## config.mk

```make
export PLATFORM = sky130hd
export DESIGN_NAME = bouncing_box_renderer
export DESIGN_NICKNAME = d
export VERILOG_FILES = /design/src/rtl/bouncing_box_renderer.sv
export SDC_FILE = /design/constraint.sdc
export NUM_CORES = 1
export LEC_CHECK = 0
export CORE_MARGIN = 2
export CORE_UTILIZATION = 35
export DETAILED_ROUTE_END_ITERATION = 16
export GPL_ROUTABILITY_DRIVEN = 0
export GPL_TIMING_DRIVEN = 0
export MAX_ROUTING_LAYER = met4
export PLACE_DENSITY = 0.55
export SKIP_CTS_REPAIR_TIMING = 1
export SLEW_MARGIN = 25
export SYNTH_ARGS = -nofsm -noshare
export SYNTH_HDL_FRONTEND = slang
export SYNTH_SLANG_ARGS = --single-unit
```

## constraint.sdc

```tcl
create_clock -name clk_100MHz -period 5.1 [get_ports clk_100MHz]
set_clock_uncertainty 0.15 [all_clocks]
set_input_delay 0.51 -clock clk_100MHz [delete_from_list [all_inputs] [get_ports clk_100MHz]]
set_output_delay 0.51 -clock clk_100MHz [all_outputs]
set_load 0.005 [all_outputs]
```

## src/rtl/bouncing_box_renderer.sv

```systemverilog
// ---------------------------------------------------------------------------
// bouncing_box_renderer
//
// Pixel-generation stage that sits behind a 640x480 VGA timing controller.
// It draws a solid background, a fixed wall border and a square box. The box
// moves SPEED pixels per frame on each axis and bounces off the walls. The
// image is registered once per pixel tick, and the syncs are delayed by the
// same tick so they stay aligned with rgb.
//
// Ports:
//   clk_100MHz   system clock
//   reset_n      asynchronous active-low reset
//   p_tick       pixel enable, one clk_100MHz cycle in four
//   video_on     visible-area flag, aligned with x/y
//   hsync/vsync  active-low syncs from the timing controller
//   x, y         current pixel column / row
//   enable       1 = box moves each frame, 0 = box frozen
//   rgb          registered pixel colour {R,G,B} (RGB444)
//   hsync_out    hsync delayed one pixel tick
//   vsync_out    vsync delayed one pixel tick
//   frame_count  frames seen since reset, wraps at 255
// ---------------------------------------------------------------------------
module bouncing_box_renderer #(
    parameter int          H_RES      = 640,
    parameter int          V_RES      = 480,
    parameter int          BOX_SIZE   = 32,
    parameter int          SPEED      = 2,
    parameter int          BORDER     = 8,
    parameter logic [11:0] BOX_COLOR  = 12'hF00,
    parameter logic [11:0] WALL_COLOR = 12'hFFF,
    parameter logic [11:0] BG_COLOR   = 12'h00F
) (
    input  logic        clk_100MHz,
    input  logic        reset_n,
    input  logic        p_tick,
    input  logic        video_on,
    input  logic        hsync,
    input  logic        vsync,
    input  logic [9:0]  x,
    input  logic [9:0]  y,
    input  logic        enable,
    output logic [11:0] rgb,
    output logic        hsync_out,
    output logic        vsync_out,
    output logic [7:0]  frame_count
);

    // All geometry is handled at 11 bits so box_x + BOX_SIZE never wraps.
    localparam logic [10:0] SIZE_W  = 11'(BOX_SIZE);
    localparam logic [10:0] SPD_W   = 11'(SPEED);
    localparam logic [10:0] BORD_W  = 11'(BORDER);
    localparam logic [10:0] H_WALL  = 11'(H_RES - BORDER);
    localparam logic [10:0] V_WALL  = 11'(V_RES - BORDER);
    localparam logic [10:0] X_MAX   = 11'(H_RES - BORDER - BOX_SIZE);
    localparam logic [10:0] Y_MAX   = 11'(V_RES - BORDER - BOX_SIZE);
    localparam logic [10:0] X_START = 11'((H_RES - BOX_SIZE) / 2);
    localparam logic [10:0] Y_START = 11'((V_RES - BOX_SIZE) / 2);

    typedef enum logic {
        MOVE_POS = 1'b0,
        MOVE_NEG = 1'b1
    } dir_e;

    typedef struct packed {
        logic [10:0] pos;
        dir_e        dir;
    } axis_t;

    // One frame of motion for one axis: advance, or clamp to the limit and
    // reverse when the next step would reach or cross it.
    function automatic axis_t axis_step(input logic [10:0] pos, input dir_e dir,
                                        input logic [10:0] lo, input logic [10:0] hi);
        axis_t r;
        r.pos = pos;
        r.dir = dir;
        if (dir == MOVE_POS) begin
            if (pos + SPD_W >= hi) begin
                r.pos = hi;
                r.dir = MOVE_NEG;
            end else begin
                r.pos = pos + SPD_W;
            end
        end else begin
            if (pos <= lo + SPD_W) begin
                r.pos = lo;
                r.dir = MOVE_POS;
            end else begin
                r.pos = pos - SPD_W;
            end
        end
        return r;
    endfunction

    logic [11:0] rgb_q, rgb_d;
    logic        hsync_out_q, hsync_out_d;
    logic        vsync_out_q, vsync_out_d;
    logic        vsync_q, vsync_d;
    logic [7:0]  frame_count_q, frame_count_d;
    logic [10:0] box_x_q, box_x_d;
    logic [10:0] box_y_q, box_y_d;
    dir_e        dir_x_q, dir_x_d;
    dir_e        dir_y_q, dir_y_d;

    logic        frame_tick;
    logic        in_box;
    logic        in_wall;
    axis_t       step_x;
    axis_t       step_y;

    // vsync falling edge sampled on pixel ticks; lands in vertical blanking,
    // so the box never moves while the visible area is being drawn.
    assign frame_tick = p_tick & vsync_q & ~vsync;

    // Pixel pipeline: colour lookup and sync delay.
    always_comb begin
        // NOTE: every output of a combinational block gets a default first so
        // no path leaves it unassigned, which would infer a latch.
        rgb_d       = rgb_q;
        hsync_out_d = hsync_out_q;
        vsync_out_d = vsync_out_q;
        vsync_d     = vsync_q;

        in_box  = ({1'b0, x} >= box_x_q) && ({1'b0, x} < box_x_q + SIZE_W) &&
                  ({1'b0, y} >= box_y_q) && ({1'b0, y} < box_y_q + SIZE_W);
        in_wall = ({1'b0, x} < BORD_W) || ({1'b0, x} >= H_WALL) ||
                  ({1'b0, y} < BORD_W) || ({1'b0, y} >= V_WALL);

        if (p_tick) begin
            hsync_out_d = hsync;
            vsync_out_d = vsync;
            vsync_d     = vsync;
            if (!video_on) begin
                rgb_d = 12'h000;
            end else if (in_box) begin
                rgb_d = BOX_COLOR;
            end else if (in_wall) begin
                rgb_d = WALL_COLOR;
            end else begin
                rgb_d = BG_COLOR;
            end
        end
    end

    // Motion FSM (one direction state per axis) and frame counter.
    always_comb begin
        box_x_d       = box_x_q;
        box_y_d       = box_y_q;
        dir_x_d       = dir_x_q;
        dir_y_d       = dir_y_q;
        frame_count_d = frame_count_q;

        step_x = axis_step(box_x_q, dir_x_q, BORD_W, X_MAX);
        step_y = axis_step(box_y_q, dir_y_q, BORD_W, Y_MAX);

        if (frame_tick) begin
            frame_count_d = frame_count_q + 8'd1;
            if (enable) begin
                box_x_d = step_x.pos;
                dir_x_d = step_x.dir;
                box_y_d = step_y.pos;
                dir_y_d = step_y.dir;
            end
        end
    end

    // NOTE: sequential state uses non-blocking assignments so every flop
    // samples the pre-edge values regardless of statement order.
    always_ff @(posedge clk_100MHz or negedge reset_n) begin
        if (!reset_n) begin
            rgb_q         <= 12'h000;
            hsync_out_q   <= 1'b1;
            vsync_out_q   <= 1'b1;
            vsync_q       <= 1'b1;
            frame_count_q <= 8'd0;
            box_x_q       <= X_START;
            box_y_q       <= Y_START;
            dir_x_q       <= MOVE_POS;
            dir_y_q       <= MOVE_POS;
        end else begin
            rgb_q         <= rgb_d;
            hsync_out_q   <= hsync_out_d;
            vsync_out_q   <= vsync_out_d;
            vsync_q       <= vsync_d;
            frame_count_q <= frame_count_d;
            box_x_q       <= box_x_d;
            box_y_q       <= box_y_d;
            dir_x_q       <= dir_x_d;
            dir_y_q       <= dir_y_d;
        end
    end

    assign rgb         = rgb_q;
    assign hsync_out   = hsync_out_q;
    assign vsync_out   = vsync_out_q;
    assign frame_count = frame_count_q;

endmodule

```

==> metrics.txt, run 1 <==
initial antenna violation count 0; area of combinational cells with multiple inputs between 2000 and 2500 um2; Area growth, synth to finish 21.7%; CP Data Required Time around 5.1 ns; share of final-layout standard cells stronger than drive strength 1 a little over a tenth; total power of the final layout around 1200 uW; post-synthesis average cell area 8.39 um2; Initial Util between 30% and 40%; clock buffer depth 2; data arrival time of the critical path around 2.8 ns; LEAKAGE about 0.0017 uW; Synth cell types 67; number of H-tree levels 2; Setup Total Neg Slack 0 ns; I/O pin count slightly below 50; post-route non-filler standard cell count a little under 600; area of the die slightly above 10000 um2; vias in the first global route ~3000; instance count of the mapped netlist 396; sinks on the clock net 35; aggregate global-route resource usage about a fifth; area of the placeable core 9240 um2; clock latency on the worst-skew pair approximately 0.29 ns; critical setup path kind flip-flop to flip-flop; Hold Violations, Final 0; post-synthesis instance area 3320 um2; largest net degree at the start of global routing 27; Syn Nets 462; DP Wirelength between 6 and 7 mm; antenna-violating nets left 0; total area of sequential cells approximately 890 um2; fraction of the cycle the final worst path needs between 50% and 60%; Crit Path Max Fanout 10; nature of the critical path endpoint flip-flop; number of warning messages in the yosys log 0; floorplan die height approximately 100 um; number of DRC violations after detailed routing 0; Highest Clock Rate between 0.3 and 0.4 GHz; vias after detailed routing 3187; wire length per cell 15.3 um; final-report setup violation count 0; Worst Tran Pin Value between 0.7 and 0.8 ns; min cycle time layout between 2 and 3 ns; clock transition at the registers of the reported paths 0.09 ns; DIE WIDTH 101 um; run status finished clean; ratio of routed vias to standard cells 5.49; Async S/R FF share, synth between 90% and 100%; kind of start point of the critical path flip-flop; type of the worst min-delay path flip-flop to flip-flop; max-cap violation count 0; worst max-slew margin expressed relative to the limit between 40% and 50%; standard-cell rows 35; Power Dens Cells between 300 and 400 nW/um2; setup repair after global routing missed its margin no; Buffers on Ports between 40 and 50; residual overflow from global routing 0; worst IR drop on VDD 0.000116 V; wire length of the first global-routing pass approximately 15 mm; TritonCTS Buffers 5; net count of the finished layout around 520; commonest cells after routing, fill and taps aside sky130_fd_sc_hd__clkdlybuf4s50_1 (44), sky130_fd_sc_hd__ha_1 (39), sky130_fd_sc_hd__o21ai_0 (33); router iterations before antenna repair 5; TritonCTS clock tree yes; Antenna diodes 0; filler cell count in the final layout approximately 940; routed wire length a little under 9 mm; max-slew violation count 0; leading register cell type out of synthesis sky130_fd_sc_hd__dfrtp_1; cell count after placement about 570; portion of the post-synthesis area used by sequential elements about a quarter; count of flip-flops with a built-in enable after synthesis 0; number of register bits inferred by synthesis 35; most common cell after layout, fill and taps aside sky130_fd_sc_hd__clkdlybuf4s50_1; root buf cell sky130_fd_sc_hd__clkbuf_8; number of DRC markers after the initial detailed-route iteration between 200 and 300
worst max-delay path, cell delays in order, from the launching register on:
cell	delay [ns]
sky130_fd_sc_hd__dfstp_2	0.56
sky130_fd_sc_hd__buf_4	0.17
sky130_fd_sc_hd__inv_1	0.12
sky130_fd_sc_hd__ha_1	0.30
sky130_fd_sc_hd__inv_1	0.04
sky130_fd_sc_hd__ha_1	0.28
sky130_fd_sc_hd__a21o_1	0.18
sky130_fd_sc_hd__o2111a_1	0.24
sky130_fd_sc_hd__o211ai_1	0.18
sky130_fd_sc_hd__nand4_1	0.18
sky130_fd_sc_hd__a22o_1	0.22
power breakdown:
part | internal [uW] | switching, uW | total, uW
Sequential | 340 | 77.6 | 418
Clock | 95.6 | 111 | 206
Combinational | 287 | 315 | 602
Total | 723 | 504 | 1230
worst paths after layout:
path	depth (start not counted)	slack (ns)	endpoint	from
setup / recovery	10	2.37	rgb[7]	box_x_q[5]
hold / removal	1	0.33	frame_count[7]	frame_count[7]
setup reg to reg	10	2.37	rgb[7]	box_x_q[5]
hold reg to reg	1	0.33	frame_count[7]	frame_count[7]
max in group asynchronous	3	3.81	vsync_q	reset_n
min in group asynchronous	2	0.49	box_x_q[3]	reset_n
state kept, by name, summed over array words and instances, names as in the netlist:
signal and flops:
box_x_q 10, vsync_q 1, hsync_out 1, rgb 3, dir_x_q 1, dir_y_q 1
box_y_q 10, frame_count 8
synth_stat cells, types with 5 or more instances:
| cell | number | area, um2 |
|---|---|---|
| sky130_fd_sc_hd__buf_2 | 7 | 35.0 |
| sky130_fd_sc_hd__dfstp_2 | 8 | 210 |
| sky130_fd_sc_hd__nand4_1 | 12 | 75.1 |
| sky130_fd_sc_hd__nand3_1 | 14 | 70.1 |
| sky130_fd_sc_hd__xnor2_1 | 18 | 158 |
| sky130_fd_sc_hd__ha_1 | 39 | 488 |
| sky130_fd_sc_hd__a31oi_1 | 6 | 37.5 |
| sky130_fd_sc_hd__o21ai_0 | 33 | 165 |
| sky130_fd_sc_hd__a21oi_1 | 23 | 115 |
| sky130_fd_sc_hd__inv_1 | 26 | 97.6 |
| sky130_fd_sc_hd__and3_1 | 6 | 37.5 |
| sky130_fd_sc_hd__clkbuf_1 | 8 | 30.0 |
| sky130_fd_sc_hd__buf_4 | 12 | 90.1 |
| sky130_fd_sc_hd__dfrtp_1 | 27 | 676 |
| sky130_fd_sc_hd__nor2_1 | 17 | 63.8 |
| sky130_fd_sc_hd__nor3_1 | 14 | 70.1 |
| sky130_fd_sc_hd__a22o_1 | 5 | 43.8 |
| sky130_fd_sc_hd__or3_1 | 6 | 37.5 |
| sky130_fd_sc_hd__nand2_1 | 26 | 97.6 |
layer usage:
metal / global-route usage (%) / part of all wire [%] / wire length, um / vias to the layer above
li1: - / - / - / 1579
met5: - / 0 / 0 / -
met2: 30.6 / 47 / 4180 / 95
met3: 2.76 / 4.6 / 409 / 8
met4: 4.57 / 0.85 / 75 / 0
met1: 24.2 / 47 / 4200 / 1505
final cells by class:
cell class                      count  area share [%]
Multi-Input combinational cell    308            54.0
Sequential cell                    35            21.9
Timing Repair Buffer               47            11.8
Tap cell                          129            3.99
Buffer                             27            3.84
Inverter                           26            2.41
Clock buffer                        6            1.79
Clock inverter                      2           0.309
kinds of logic (layout without fill, tap and decap cells):
kind of cell               Yosys count  count (layout)  share of synthesized area, %
and+or+nand+nor                    127             127                          20.7
AOI/OAI and AO/OA                  118             118                          23.8
buffers and inverters               53             108                          7.61
adders and majority gates           39              39                          14.7
DFF                                 35              35                          26.7
xor gates and xnor gates            20              20                          5.27
muxes                                4               4                          1.32
per-stage QoR:
step                worst slack (ns)  util (%)  instance area [um2]  hold WS (ns)
global route                    2.21      43.8                 4050         0.346
finish                          2.37      43.8                 4050         0.328
CTS                             2.36      43.7                 4040       -0.0612
global placement                2.34      42.6                 3940         0.315
detailed placement              2.35      42.7                 3950         0.257
floorplan                       2.63         -                 3320        0.0644
Power figures use the tool's default switching activity.
==> run 2: changes to the inputs <==
Clock period 5.1 ns to 2.8 ns, I/O delays scaled along.
==> run 2 against run 1 <==
Routed wire length rose by 0.24%. Final cell count rose by 0.86%. Critical endpoint unchanged. Critical path depth is the same. Clock-buffer cell count stayed put. Combinational power is 93% higher. Largest power group unchanged. Sequential power increased by 82%. Hold slack lost 0.19 ns. Critical path type unchanged. Via count rose by 0.22%. Highest routed layer unchanged.
==> metrics.txt, run 2 (same netlist as run 1, synthesis figures left out) <==
number of DRC violations after detailed routing 0 (unchanged); clock transition at the registers of the reported paths 0.08 ns (was 0.09 ns); Setup Total Neg Slack 0 ns (unchanged); Reg-to-Reg End rgb[7] (unchanged); Hold Violations, Final 0 (unchanged); number of DRC markers after the initial detailed-route iteration 283 (was 265); DP Wirelength 6.96 mm (unchanged); source of the worst register-to-register timing path box_x_q[5] (unchanged); Power Dens Cells 560 nW/um2 (was 303 nW/um2); Highest Clock Rate 0.373 GHz (was 0.366 GHz); largest net degree at the start of global routing 27 (unchanged); wire length per cell 15.2 um (was 15.3 um); delay of the slowest critical-path stage 0.57 ns (was 0.56 ns); vias in the first global route 3003 (unchanged); clock latency on the worst-skew pair 0.29 ns (about the same); share of final-layout standard cells stronger than drive strength 1 12.3% (was 10.9%); critical path capture point rgb[7] (unchanged); TritonCTS clock tree yes (unchanged); residual overflow from global routing 0 (unchanged); pre-CTS worst setup slack 0.0892 ns (was 2.35 ns); TritonCTS Buffers 5 (unchanged); max-cap violation count 0 (unchanged); nature of the critical path endpoint flip-flop (unchanged); type of the worst min-delay path primary input to flip-flop (was flip-flop to flip-flop); critical setup path kind flip-flop to flip-flop (unchanged); WHS 0.143 ns (was 0.328 ns); delay-heaviest family, CP compound AO/OA/AOI/OAI gates (unchanged); net count of the finished layout 521 (was 516); Crit Path Max Fanout 5 (was 10); kind of start point of the critical path flip-flop (unchanged); aggregate global-route resource usage 18.7% (unchanged); CP Cell Sequence buf_6, clkinvlp_4, ha_1, inv_1, ha_1, a21o_1, o2111a_1, o211ai_1, nand4_1, a22o_1 (was buf_4, inv_1, ha_1, inv_1, ha_1, a21o_1, o2111a_1, o211ai_1, nand4_1, a22o_1); Setup crit start box_x_q[5] (unchanged); data arrival time of the critical path 2.71 ns (was 2.76 ns); root buf cell sky130_fd_sc_hd__clkbuf_8 (unchanged); clock buffer depth 2 (unchanged); standard-cell rows 35 (unchanged); I/O pin count 49 (unchanged); routed wire length 8.89 mm (was 8.87 mm); ratio of routed vias to standard cells 5.46 (was 5.49); Bufs and invs on worst path 3 (unchanged); Antenna diodes 0 (unchanged); Initial Util 36.0% (unchanged); commonest cells after routing, fill and taps aside sky130_fd_sc_hd__clkdlybuf4s50_1 (44), sky130_fd_sc_hd__ha_1 (39), sky130_fd_sc_hd__o21ai_0 (33) (unchanged); DIE WIDTH 101 um (unchanged); worst max-slew margin expressed relative to the limit 48.8% (was 48.2%); min cycle time layout 2.68 ns (was 2.73 ns); area of the die 10300 um2 (unchanged); most common cell after layout, fill and taps aside sky130_fd_sc_hd__clkdlybuf4s50_1 (unchanged); max-slew violation count 0 (unchanged); Worst Tran Pin Value 0.757 ns (was 0.767 ns); router iterations before antenna repair 5 (unchanged); worst IR drop on VDD 0.000213 V (was 0.000116 V); Area growth, synth to finish 23.2% (was 21.7%); area of the placeable core 9240 um2 (unchanged); most used cell along the critical path sky130_fd_sc_hd__ha_1; vias after detailed routing 3194 (was 3187); Buffers on Ports 45 (unchanged); number of logic stages on the critical path including buffering 10 (unchanged); LEAKAGE 0.00170 uW (was 0.00167 uW); initial antenna violation count 0 (unchanged); cells on worst reg2reg path 10 (unchanged); CP Data Required Time 2.83 ns (was 5.12 ns); run status finished clean (unchanged); final-report setup violation count 0 (unchanged); setup ws final 0.116 ns (was 2.37 ns); wire length of the first global-routing pass 14.9 mm (unchanged); fraction of the cycle the final worst path needs 95.9% (was 53.6%); slowest library cell on the worst path sky130_fd_sc_hd__dfstp_2 (unchanged); sinks on the clock net 35 (unchanged); register-to-register setup slack 0.12 ns (was 2.37 ns); floorplan die height 101 um (unchanged); number of H-tree levels 2 (unchanged); antenna-violating nets left 0 (unchanged)
## run 2: cell count changes in the layout (fill, tap and decap cells not counted), sizes merged
cell,change
buf,+5
clkinvlp,+1
inv,-1
## run 2: how the worst min path moves through the flow
stage	depth (start not counted)	from	slack, ns	to
after floorplan	0	reset_n	-0.17	box_x_q[10]
after CTS	1	reset_n	-0.29	box_x_q[3]
after detailed placement	1	reset_n	0.03	box_x_q[3]
after global placement	1	frame_count[7]	0.32	frame_count[7]
final	2	p_tick	0.14	rgb[10]
after global routing	2	p_tick	0.16	rgb[10]
## run 2: metrics by stage
step	cell area (um2)	util, %	power [uW]	cells
2_1_floorplan	3320	-	1470	396
3_3_place_gp	3940	42.6	1830	570
3_5_place_dp	3950	42.7	1860	571
4_1_cts	4040	43.7	2250	579
5_1_grt	4100	44.3	2490	585
6_report	4100	44.3	2290	585
## run 2: layout make-up
| cell class | count | area, um2 |
|---|---|---|
| Fill cell | 933 | 5140 |
| Multi-Input combinational cell | 308 | 2190 |
| Sequential cell | 35 | 886 |
| Timing Repair Buffer | 52 | 513 |
| Tap cell | 129 | 161 |
| Buffer | 27 | 159 |
| Inverter | 26 | 101 |
| Clock buffer | 6 | 72.6 |
| Clock inverter | 2 | 12.5 |
## run 2: routing by layer
layer  up-vias  global-route usage [%]  part of all wire, %
met5         -                       -                    0
met4         0                    4.57                 0.87
li1       1582                       -                    -
met1      1510                    24.2                   47
met3         8                    2.76                  4.5
met2        94                    30.6                   48
## run 2: power by group
| group | leakage, uW | switching, uW | total (uW) | internal, uW |
|---|---|---|---|---|
| sequential | 0.000435 | 142 | 762 | 620 |
| combinational | 0.00122 | 587 | 1160 | 570 |
| clock | 0.0000412 | 200 | 374 | 174 |
| total | 0.00170 | 929 | 2290 | 1360 |
==> run 3: changes to the inputs <==
--- a/constraint.sdc
+++ b/constraint.sdc
@@ -3,3 +3,3 @@
 set_input_delay 0.28 -clock clk_100MHz [delete_from_list [all_inputs] [get_ports clk_100MHz]]
 set_output_delay 0.28 -clock clk_100MHz [all_outputs]
-set_load 0.005 [all_outputs]
+set_load 0.01 [all_outputs]
==> results of run 3 <==
Same layout as run 2 (identical final DEF). Status: finished clean.
Main changes from that run: total power 2290 uW -> 2320 uW
